**config.mk**
```make
export PLATFORM = sky130hd
export DESIGN_NAME = shifter_pipelined
export DESIGN_NICKNAME = d
export VERILOG_FILES = /design/src/rtl/shifter_pipelined.sv
export SDC_FILE = /design/constraint.sdc
export NUM_CORES = 1
export LEC_CHECK = 0
export ABC_AREA = 1
export ABC_CLOCK_PERIOD_IN_PS = 5800
export BUFFER_PORTS_ARGS = -buffer_cell sky130_fd_sc_hd__buf_2
export CORE_UTILIZATION = 44
export CTS_CLUSTER_SIZE = 8
export DETAILED_ROUTE_END_ITERATION = 8
export PLACE_DENSITY = 0.63
export SLEW_MARGIN = 20
export SYNTH_ARGS = -nofsm -noshare
export SYNTH_HDL_FRONTEND = slang
export SYNTH_SLANG_ARGS = --single-unit
```
**constraint.sdc**
```tcl
create_clock -name clk -period 5.8 [get_ports clk]
set_clock_uncertainty 0.05 [all_clocks]
set_input_delay 0.29 -clock clk [delete_from_list [all_inputs] [get_ports clk]]
set_output_delay 0.29 -clock clk [all_outputs]
set_load 0.01 [all_outputs]
```
**src/rtl/shifter_pipelined.sv**
```systemverilog
// ============================================================================
// Module   : shifter_pipelined
// Purpose  : L-stage pipelined barrel shifter (SLL/SRL/SRA, optional ROR)
//            with valid/ready handshakes on both sides.
//            Define SHIFTER_PIPELINED_ROTATE_EN to make op 11 a rotate-right;
//            without it op 11 behaves as SRL.
// Revision : 1.0 - initial release
// ============================================================================
`default_nettype none

module shifter_pipelined #(
    parameter int N = 32,
    localparam int L = $clog2(N)
) (
    input  logic         clk,
    input  logic         rst,
    input  logic         in_valid,
    output logic         in_ready,
    input  logic [N-1:0] in_data,
    input  logic [L-1:0] in_shamt,
    input  logic [1:0]   in_op,
    output logic         out_valid,
    input  logic         out_ready,
    output logic [N-1:0] out_data,
    output logic         busy
);

    localparam logic [1:0] c_op_sll = 2'b00;
    localparam logic [1:0] c_op_sra = 2'b10;
`ifdef SHIFTER_PIPELINED_ROTATE_EN
    localparam logic [1:0] c_op_ror = 2'b11;
`endif

    // Stage registers; shift metadata is only kept where a later stage needs it.
    logic [N-1:0] r_data  [L];
    logic         r_valid [L];
    logic [L-1:0] r_rem   [L-1];
    logic [1:0]   r_op    [L-1];
    logic         r_sign  [L-1];

    logic [N-1:0] w_src_data  [L];
    logic [L-1:0] w_src_rem   [L];
    logic [1:0]   w_src_op    [L];
    logic         w_src_sign  [L];
    logic         w_src_valid [L];
    logic [N-1:0] w_shift     [L];
    logic [L-1:0] w_adv;
    logic [L-1:0] w_ready;
    logic [L-1:0] w_load;

    function automatic logic [N-1:0] f_stage(input logic [N-1:0] d,
                                             input logic [1:0]   op,
                                             input logic         sign,
                                             input int           s);
        logic [N-1:0] ones;
        ones = '1;
        case (op)
            c_op_sll: f_stage = d << s;
            c_op_sra: f_stage = (d >> s) | (sign ? ~(ones >> s) : '0);
`ifdef SHIFTER_PIPELINED_ROTATE_EN
            c_op_ror: f_stage = (d >> s) | (d << (N - s));
`endif
            default:  f_stage = d >> s;
        endcase
    endfunction

    for (genvar k = 0; k < L; k++) begin : g_stage
        if (k == 0) begin : g_first
            assign w_src_data[k]  = in_data;
            assign w_src_rem[k]   = in_shamt;
            assign w_src_op[k]    = in_op;
            assign w_src_sign[k]  = in_data[N-1];
            assign w_src_valid[k] = in_valid;
        end else begin : g_next
            assign w_src_data[k]  = r_data[k-1];
            assign w_src_rem[k]   = r_rem[k-1];
            assign w_src_op[k]    = r_op[k-1];
            assign w_src_sign[k]  = r_sign[k-1];
            assign w_src_valid[k] = r_valid[k-1];
        end
        // Remaining shamt is kept right-aligned, so bit 0 always selects 2^k here.
        assign w_shift[k] = w_src_rem[k][0]
                          ? f_stage(w_src_data[k], w_src_op[k], w_src_sign[k], 1 << k)
                          : w_src_data[k];
        assign w_load[k]  = w_src_valid[k] & w_ready[k];
    end

    // Ready chain runs from the output back to the input in one pass.
    always_comb begin
        w_adv   = '0;
        w_ready = '0;
        for (int k = L - 1; k >= 0; k--) begin
            if (k == L - 1)
                w_adv[k] = r_valid[k] & out_ready;
            else
                w_adv[k] = r_valid[k] & w_ready[k+1];
            w_ready[k] = ~r_valid[k] | w_adv[k];
        end
    end

    always_ff @(posedge clk or posedge rst) begin
        if (rst) begin
            for (int k = 0; k < L; k++) begin
                r_valid[k] <= 1'b0;
                r_data[k]  <= '0;
            end
            for (int k = 0; k < L - 1; k++) begin
                r_rem[k]  <= '0;
                r_op[k]   <= '0;
                r_sign[k] <= 1'b0;
            end
        end else begin
            for (int k = 0; k < L; k++) begin
                if (w_load[k]) begin
                    r_valid[k] <= 1'b1;
                    r_data[k]  <= w_shift[k];
                end else if (w_adv[k]) begin
                    r_valid[k] <= 1'b0;
                end
            end
            for (int k = 0; k < L - 1; k++) begin
                if (w_load[k]) begin
                    r_rem[k]  <= w_src_rem[k] >> 1;
                    r_op[k]   <= w_src_op[k];
                    r_sign[k] <= w_src_sign[k];
                end
            end
        end
    end

    always_comb begin
        busy = 1'b0;
        for (int k = 0; k < L; k++)
            busy = busy | r_valid[k];
    end

    assign in_ready  = w_ready[0];
    assign out_valid = r_valid[L-1];
    assign out_data  = r_data[L-1];

endmodule

`default_nettype wire

```
* Word-level counts from Yosys, hierarchy flattened *
Cells that the tools add are included.
W data, S select, Z words.

word-level totals
  flip-flop bits (word level) = 187
  output and inout port bits = 35
  input port bits = 43
  word-level logic and storage cells = 87

operators by class
  bitwise logic cells = 25
  eq/ne operators = 5
  multiplexer cells = 25
  reduce and logical (&&, ||, !) cells = 10

operator list
  cell                  number
  $mux W32              10
  $pmux W32 S2          5
  $or A16 B32 Y32       1
  $or A24 B32 Y32       1
  $or A28 B32 Y32       1
  $or A30 B32 Y32       1
  $or A31 B32 Y32       1
  $eq A2 B2 Y1 const B  5
  $logic_not A2 Y1      5
  $mux W1               10
  $reduce_bool A2 Y1    5
  $or A1 B1 Y1          9
  $and A1 B1 Y1         6
  $not A1 Y1            5

* Logic depth before layout (Yosys ltp) *
Gate-level depths: netlist (run 1).

  depth in word-level cells = 12
  gate-level depth with buffers = 8
  depth with buffers taken out = 7

* Least setup slack after synthesis (run 1) *
No wires, ideal clock.

  kind = register to register
  start = register r_op[5] in the netlist's numbering
  end = register r_data[74] in the netlist's numbering
  stages on the path, launching flop included = 9
  required time = 5.620 ns
  setup slack = 4.472 ns
  data arrival time = 1.148 ns
  library setup time = 0.130 ns
  path through = dfrtp_1 nor2_1 buf_2 buf_2 nand2_1 nand3_1 nand2_1 nand2_1 o21ai_0

between the ends
  longest elaborated chain between the ends = 3

RTL lines
  what                                                     line  text
  start, declared                                          38    logic [1:0] r_op [L-1];
  start signal, assigned by index                          124   r_op[k] <= w_src_op[k];
  $eq A2 B2 Y1 / $logic_not A2 Y1 (equally long branches)  57    case (op)
  $pmux W32 S2 *                                           57
  $mux W32 *                                               83    ? f_stage(w_src_data[k], w_src_op[k], w_src_sign[k], 1 << k)
  end signal, assigned by index                            116   r_data[k] <= w_shift[k];
  end, declared                                            35    logic [N-1:0] r_data [L];

Every way passes the cells marked *; elsewhere a longest branch is shown, timed or not.
A chain may end at the register's enable or synchronous reset.

* Worst setup path in the final report (run 1) *
  start = register r_valid[1] in the netlist's numbering
  end = register r_op[6] in the netlist's numbering

between the ends
  longest elaborated chain between the ends = 9

RTL lines
  what                                                line    text
  start, declared                                     36      logic r_valid [L];
  start signal, assigned by index                     104     r_valid[k] <= 1'b0;
  start signal, assigned by index                     115     r_valid[k] <= 1'b1;
  start signal, assigned by index                     118     r_valid[k] <= 1'b0;
  $and A1 B1 Y1 / $not A1 Y1 (equally long branches)  96, 97
  $or A1 B1 Y1 *                                      97      w_ready[k] = ~r_valid[k] | w_adv[k];
  $and A1 B1 Y1 *                                     96      w_adv[k] = r_valid[k] & w_ready[k+1];
  $or A1 B1 Y1 *                                      97
  $and A1 B1 Y1 *                                     96
  $or A1 B1 Y1 *                                      97
  $and A1 B1 Y1 *                                     96
  $or A1 B1 Y1 *                                      97
  $and A1 B1 Y1 *                                     85      assign w_load[k] = w_src_valid[k] & w_ready[k];

Marked as above.

==> run metrics, run 1 <==
Final TNS setup=0 ns; slew margin rel.=28.95%; most common cell in the netlist=nand2_1; GRT Total Usage=20.91%; share of the synthesized area in the top cell type=44.61%; Tot Pwr=5.256 mW; Syn Area/Cell=approximately 7 um^2; Net Count, Synth=1578; Top-Level Pins=78; Worst Setup End Kind=register; cell taking the most area after synthesis=dfrtp_1; Iteration-0 DRC Markers=512; input/output buffers=77; reg2reg path depth=6; power per cell area=465.3 nW/um^2; YS warnings=0; DR vias/cell=4.916; R2R Path End=r_op[6]; Critical R2R Launch=r_valid[1]; CP max stage delay=~0.83 ns; Die X=about 160 um; Leakage=around 6.0 nW; die height=156.4 um; setup fix buffers added after clock tree synthesis=0; Post-synth top cells=nand2_1 (594), dfrtp_1 (187), inv_1 (153), nand3_1 (142), o21ai_0 (131); initial antenna violation count=0; vias in the first global route=8504; Initial DRT Pass Iterations=5; crit path to=r_op[6]; GPL Wtd Cong=0.8325; Max VDD drop=between 0.00015 and 0.0002 V; Die ar.=about 24000 um^2; Tightest Pin Transition=1.066 ns; met2 GRT Util=34.38%; grt peak-use layer=met2; RSZ-0062 raised after global routing=no; Max Fanout on Critical Path=42; clk slew on worst S/H paths=around 0.070 ns; slowest stage cell, crit path=nand2_2; met3 GRT Util=under 10%; antenna-violating nets left=0; # rows=56; Final Routed Wirelength=23.74 mm; layout cells sized above 1=8.693%; first-pass GRT wire length=41.73 mm; core area=23400 um^2; synth-to-layout area growth=7.694%; Final Hold Fails=0; clk sinks=between 150 and 200; status=finished clean; Setup crit start=r_valid[1]; FMAX=between 400 and 500 MHz; TritonCTS clock tree=yes; cells along the critical path=nand3_2 > nor2_4 > nand3_2 > nand2_2 > nand2_1 > nand2_1; final core utilization=between 40 and 50%; crit share post-route=42.89%; via count=9089; post-synthesis cell area=10490 um^2; htree depth=4; # diodes=0; worst endpoint required time=around 6.1 ns; pin count of the biggest net entering global routing=83; reg-to-reg slack, setup=3.31 ns; Yosys cell types=24; Clock Path Buffers=2; max_cap viols=0; Period minus WS final=between 2 and 2.5 ns; Worst-Skew Late Latency=between 0.4 and 0.5 ns; Async SR Flop Fraction=100.0%; post-synthesis sequential area ratio=between 40% and 50%; crit path DAT=~2.8 ns; met1 usage=around 29%; Wirelength per Cell=12.84 um; starting density of the core=between 40 and 50%; nets=1560; Synth Flop Type=dfrtp_1; total CTS buffers=17; hpwl dp=approximately 17 mm; detailed-route DRC error count=0; final setup vio count=0; Hold Crit Class=in -> reg; Setup CP Type=reg -> reg; Slew Viols, Final=0; post-synthesis register bit count=187; cells after synthesis=1535; CP Launch Type=register; clk root buf=clkbuf_16; synth top area cells=dfrtp_1 (45%), nand2_1 (21%), nand3_1 (6.8%); total gr overflow=0; number of flops mapped to enable cells by yosys=0
[how the worst min path moves through the flow]
stage / startpoint / endpoint / cells after the start
finish: in_shamt[3] / r_rem[17] / 3
global route: in_shamt[2] / r_rem[16] / 3
CTS: in_shamt[3] / r_rem[17] / 3
detailed placement: r_data[140] / r_data[140] / 2
global placement: r_data[151] / r_data[151] / 2
floorplan: in_op[0] / r_op[6] / 2
[sequential cells by signal, indices dropped and copies added, names as in the netlist]
name / cells
r_valid: 4
r_data: 128
r_sign: 4
r_op: 8
r_rem: 10
out_valid: 1
out_data: 32
[stage by stage]
| stage | instances | area [um^2] | setup WS (ns) | hold WS, ns |
|---|---|---|---|---|
| 3_3_place_gp | 1816 | 10670 | 3.349 | 0.4074 |
| 4_1_cts | 1849 | 11300 | 3.257 | 0.03755 |
| 5_1_grt | 1849 | 11300 | 2.983 | 0.06871 |
| 2_1_floorplan | 1535 | 10490 | 0.3746 | 0.3846 |
| 3_5_place_dp | 1816 | 10670 | 3.222 | 0.4091 |
| 6_report | 1849 | 11300 | 3.312 | 0.05252 |
[layer usage]
metal / wire [um] / share of wire [%]
met5: 0 / 0
met2: 11050 / 47
met1: 11530 / 49
met4: 343 / 1.4
met3: 820 / 3.5
[layout make-up]
| type | instances | area, um^2 |
|---|---|---|
| fillers | 2444 | 12110 |
| flip-flops and latches | 187 | 4679 |
| multi-input cells | 1064 | 4529 |
| inverters | 158 | 598.1 |
| repair buffers | 89 | 478.0 |
| clock buffers | 18 | 429.2 |
| well taps | 319 | 399.1 |
| clock inverters | 14 | 182.7 |
[worst max-delay path, delay by kind of cell, from the launching register on]
family,cells,cell delay (ns)
AND/OR/NAND/NOR,6,1.94
flip-flops,1,0.42
[where the power goes]
group / internal (mW) / switching (mW) / leakage [nW]
Combinational: 0.635 / 1.25 / 3.36
Sequential: 1.78 / 0.387 / 2.32
Clock: 0.688 / 0.516 / 0.289
Total: 3.10 / 2.16 / 5.97
[timing repair]
| action | in CTS | in global routing |
|---|---|---|
| hold buffers | 1 | 0 |
| resized for setup | 0 | 0 |
| endpoints found under the hold margin | 79 | 0 |
[logic make-up after synthesis]
family | share of synthesized area, %
and+or+nand+nor | 31.44
AOI/OAI and AO/OA | 11.74
buffers and inverters | 12.20
DFF | 44.61
[layout by cell type, fill, tap and decap left out]
| cell | instances |
|---|---|
| o21ai_1 | 11 |
| buf_2 | 77 |
| dlygate4sd3_1 | 1 |
| inv_2 | 5 |
| nor2_1 | 79 |
| clkinv_4 | 2 |
| nand2_2 | 2 |
| buf_4 | 11 |
| nand2_1 | 594 |
| a21oi_2 | 1 |
| o22ai_1 | 8 |
| a21oi_1 | 88 |
| a31oi_2 | 1 |
| or2_1 | 1 |
| nor3_1 | 1 |
| inv_1 | 152 |
| nand3_1 | 142 |
| clkbuf_16 | 17 |
| bufinv_16 | 3 |
| dfrtp_1 | 187 |
| clkinvlp_4 | 3 |
| clkbuf_1 | 1 |
| nand4_1 | 1 |
| nor2_4 | 1 |
| o21ai_0 | 131 |
| inv_6 | 7 |
| nand3_2 | 2 |
| o21ai_2 | 1 |
Power figures use the tool's default switching activity.
==> run 2, diff against run 1 <==
--- a/config.mk
+++ b/config.mk
@@ -6,12 +6,12 @@
 export NUM_CORES = 1
 export LEC_CHECK = 0
 export ABC_AREA = 1
-export ABC_CLOCK_PERIOD_IN_PS = 5800
+export ABC_CLOCK_PERIOD_IN_PS = 2100
 export BUFFER_PORTS_ARGS = -buffer_cell sky130_fd_sc_hd__buf_2
 export CORE_UTILIZATION = 44
 export CTS_CLUSTER_SIZE = 8
 export DETAILED_ROUTE_END_ITERATION = 8
-export PLACE_DENSITY = 0.63
+export PLACE_DENSITY = 0.66
 export SLEW_MARGIN = 20
 export SYNTH_ARGS = -nofsm -noshare
 export SYNTH_HDL_FRONTEND = slang
==> constraint.sdc (replaced) <==
create_clock -name clk -period 2.1 [get_ports clk]
set_clock_uncertainty 0.05 [all_clocks]
set_input_delay 0.105 -clock clk [delete_from_list [all_inputs] [get_ports clk]]
set_output_delay 0.105 -clock clk [all_outputs]
set_load 0.01 [all_outputs]
==> run metrics, run 2 (synthesized netlist as in run 1, its figures left out) <==
status=finished clean; antenna-violating nets left=0; Top-Level Pins=78; total gr overflow=0; Initial DRT Pass Iterations=7; clk root buf=clkbuf_16; Inst Count DP=1836; final non-filler cell total=1904; TritonCTS clock tree=yes; worst endpoint required time=1.95 ns; # diodes=0; first-pass GRT wire length=~43 mm; Period minus WS final=1.883 ns; Final Routed Wirelength=24.89 mm; Clock Path Buffers=2; Area after DPL=between 10000 and 15000 um^2; layout cells sized above 1=9.401%; worst hold slack=around 0.044 ns; slew margin rel.=27.89%; slowest stage cell, crit path=dfrtp_1; Fill cells=2402; clk sinks=around 190; hpwl dp=17.55 mm; multi-input combinational cell area=4529 um^2; via count=9401; clk slew on worst S/H paths=around 0.06 ns; met2 GRT Util=35.40%; Worst-Skew Late Latency=0.43 ns; total CTS buffers=17; Slew Viols, Final=0; final core utilization=50.87%; power per cell area=1242 nW/um^2; Max VDD drop=0.0005718 V; CP max stage delay=0.42 ns; pin count of the biggest net entering global routing=65; Leakage=roughly 6.3 nW; GRT Total Usage=21.76%; FMAX=531.2 MHz; htree depth=4; Worst Setup End Kind=output pin; GPL Wtd Cong=0.8648; Die ar.=about 24000 um^2; # rows=56; Tightest Pin Transition=1.082 ns; starting density of the core=44.82%; Max Fanout on Critical Path=41; nets=~1600; RSZ-0062 raised after global routing=no; Iteration-0 DRC Markers=562; CP top delay family=buffers and inverters; reg2reg path depth=3; Wirelength per Cell=13.07 um; Reg with most FFs=r_data; core area=roughly 23000 um^2; max reg flops=128; max_cap viols=0; initial antenna violation count=0; vias in the first global route=8889; die height=~160 um; Register Area=4679 um^2; Buf+Inv Stages, Crit Path=2; CP Launch Type=register; met3 GRT Util=3.185%; input/output buffers=77; synth-to-layout area growth=13.49%; most common cell after layout, fill and taps aside=nand2_1; WP depth=5; most frequent cells in the layout=nand2_1 (594), dfrtp_1 (187), inv_1 (152); DR vias/cell=4.938; grt peak-use layer=met2; met1 usage=29.66%; CTS resizes=0; final setup vio count=0; Final Hold Fails=0; Die X=about 160 um; crit share post-route=89.65%; Design Area, Final=11900 um^2; Hold Crit Class=in -> reg; most used cell, CP=nand3_2; Hold Path Depth=3; cells along the critical path=nand3_2 > nor2_4 > nand3_2 > buf_4 > buf_2; detailed-route DRC error count=0; crit path DAT=~1.7 ns; Setup CP Type=reg -> out
-- run 2: power breakdown --
part / internal (mW) / leakage (nW) / switching [mW] / total, mW
logic: 1.94 / 3.65 / 3.68 / 5.62
registers: 4.91 / 2.32 / 0.977 / 5.89
clock network: 1.95 / 0.288 / 1.33 / 3.27
-- run 2: layer usage --
layer | routed length, um | part of all wire [%]
met5 | 0 | 0
met4 | 482 | 1.9
met3 | 1035 | 4.2
met2 | 11510 | 46
met1 | 11870 | 48
-- run 2: repair_timing --
action / 4_1_cts / 5_1_grt
hold buffers: 39 / 0
endpoints found under the hold margin: 61 / 0
buffers inserted: 0 / 0
-- run 2: worst paths after layout --
kind | startpoint | endpoint | slack [ns]
hold / removal | in_valid | r_data[139] | 0.04
hold reg to reg | r_data[143] | r_data[143] | 0.42
setup / recovery | out_valid | in_ready | 0.22
min in group asynchronous | rst | out_valid | 0.26
setup reg to reg | r_op[0] | out_data[8] | 0.42
max in group asynchronous | rst | r_op[7] | 1.13
-- run 2: final cells by class --
class	instances	share of cell area [%]
Tap cell	319	3.353
Multi-Input combinational cell	1064	38.05
Timing Repair Buffer	147	9.313
Clock buffer	22	3.984
Clock inverter	7	0.9775
Sequential cell	187	39.31
Inverter	158	5.014
-- run 2: worst reg2reg max path, stage by stage, from the launching register on --
cell and delay, ns:
dfrtp_1 0.37, or2_1 0.83, nand3_1 0.16, a21oi_1 0.20
-- run 2: stage by stage --
| stage | power (mW) | setup WS (ns) | TNS [ns] |
|---|---|---|---|
| CTS | 14.86 | 0.1964 | 0 |
| detailed placement | 11.49 | 0.4228 | 0 |
| global route | 16.03 | 0.1168 | 0 |
| floorplan | 10.17 | -0.4615 | -86.30 |
| global placement | 11.39 | 0.4635 | 0 |
| finish | 14.78 | 0.2173 | 0 |
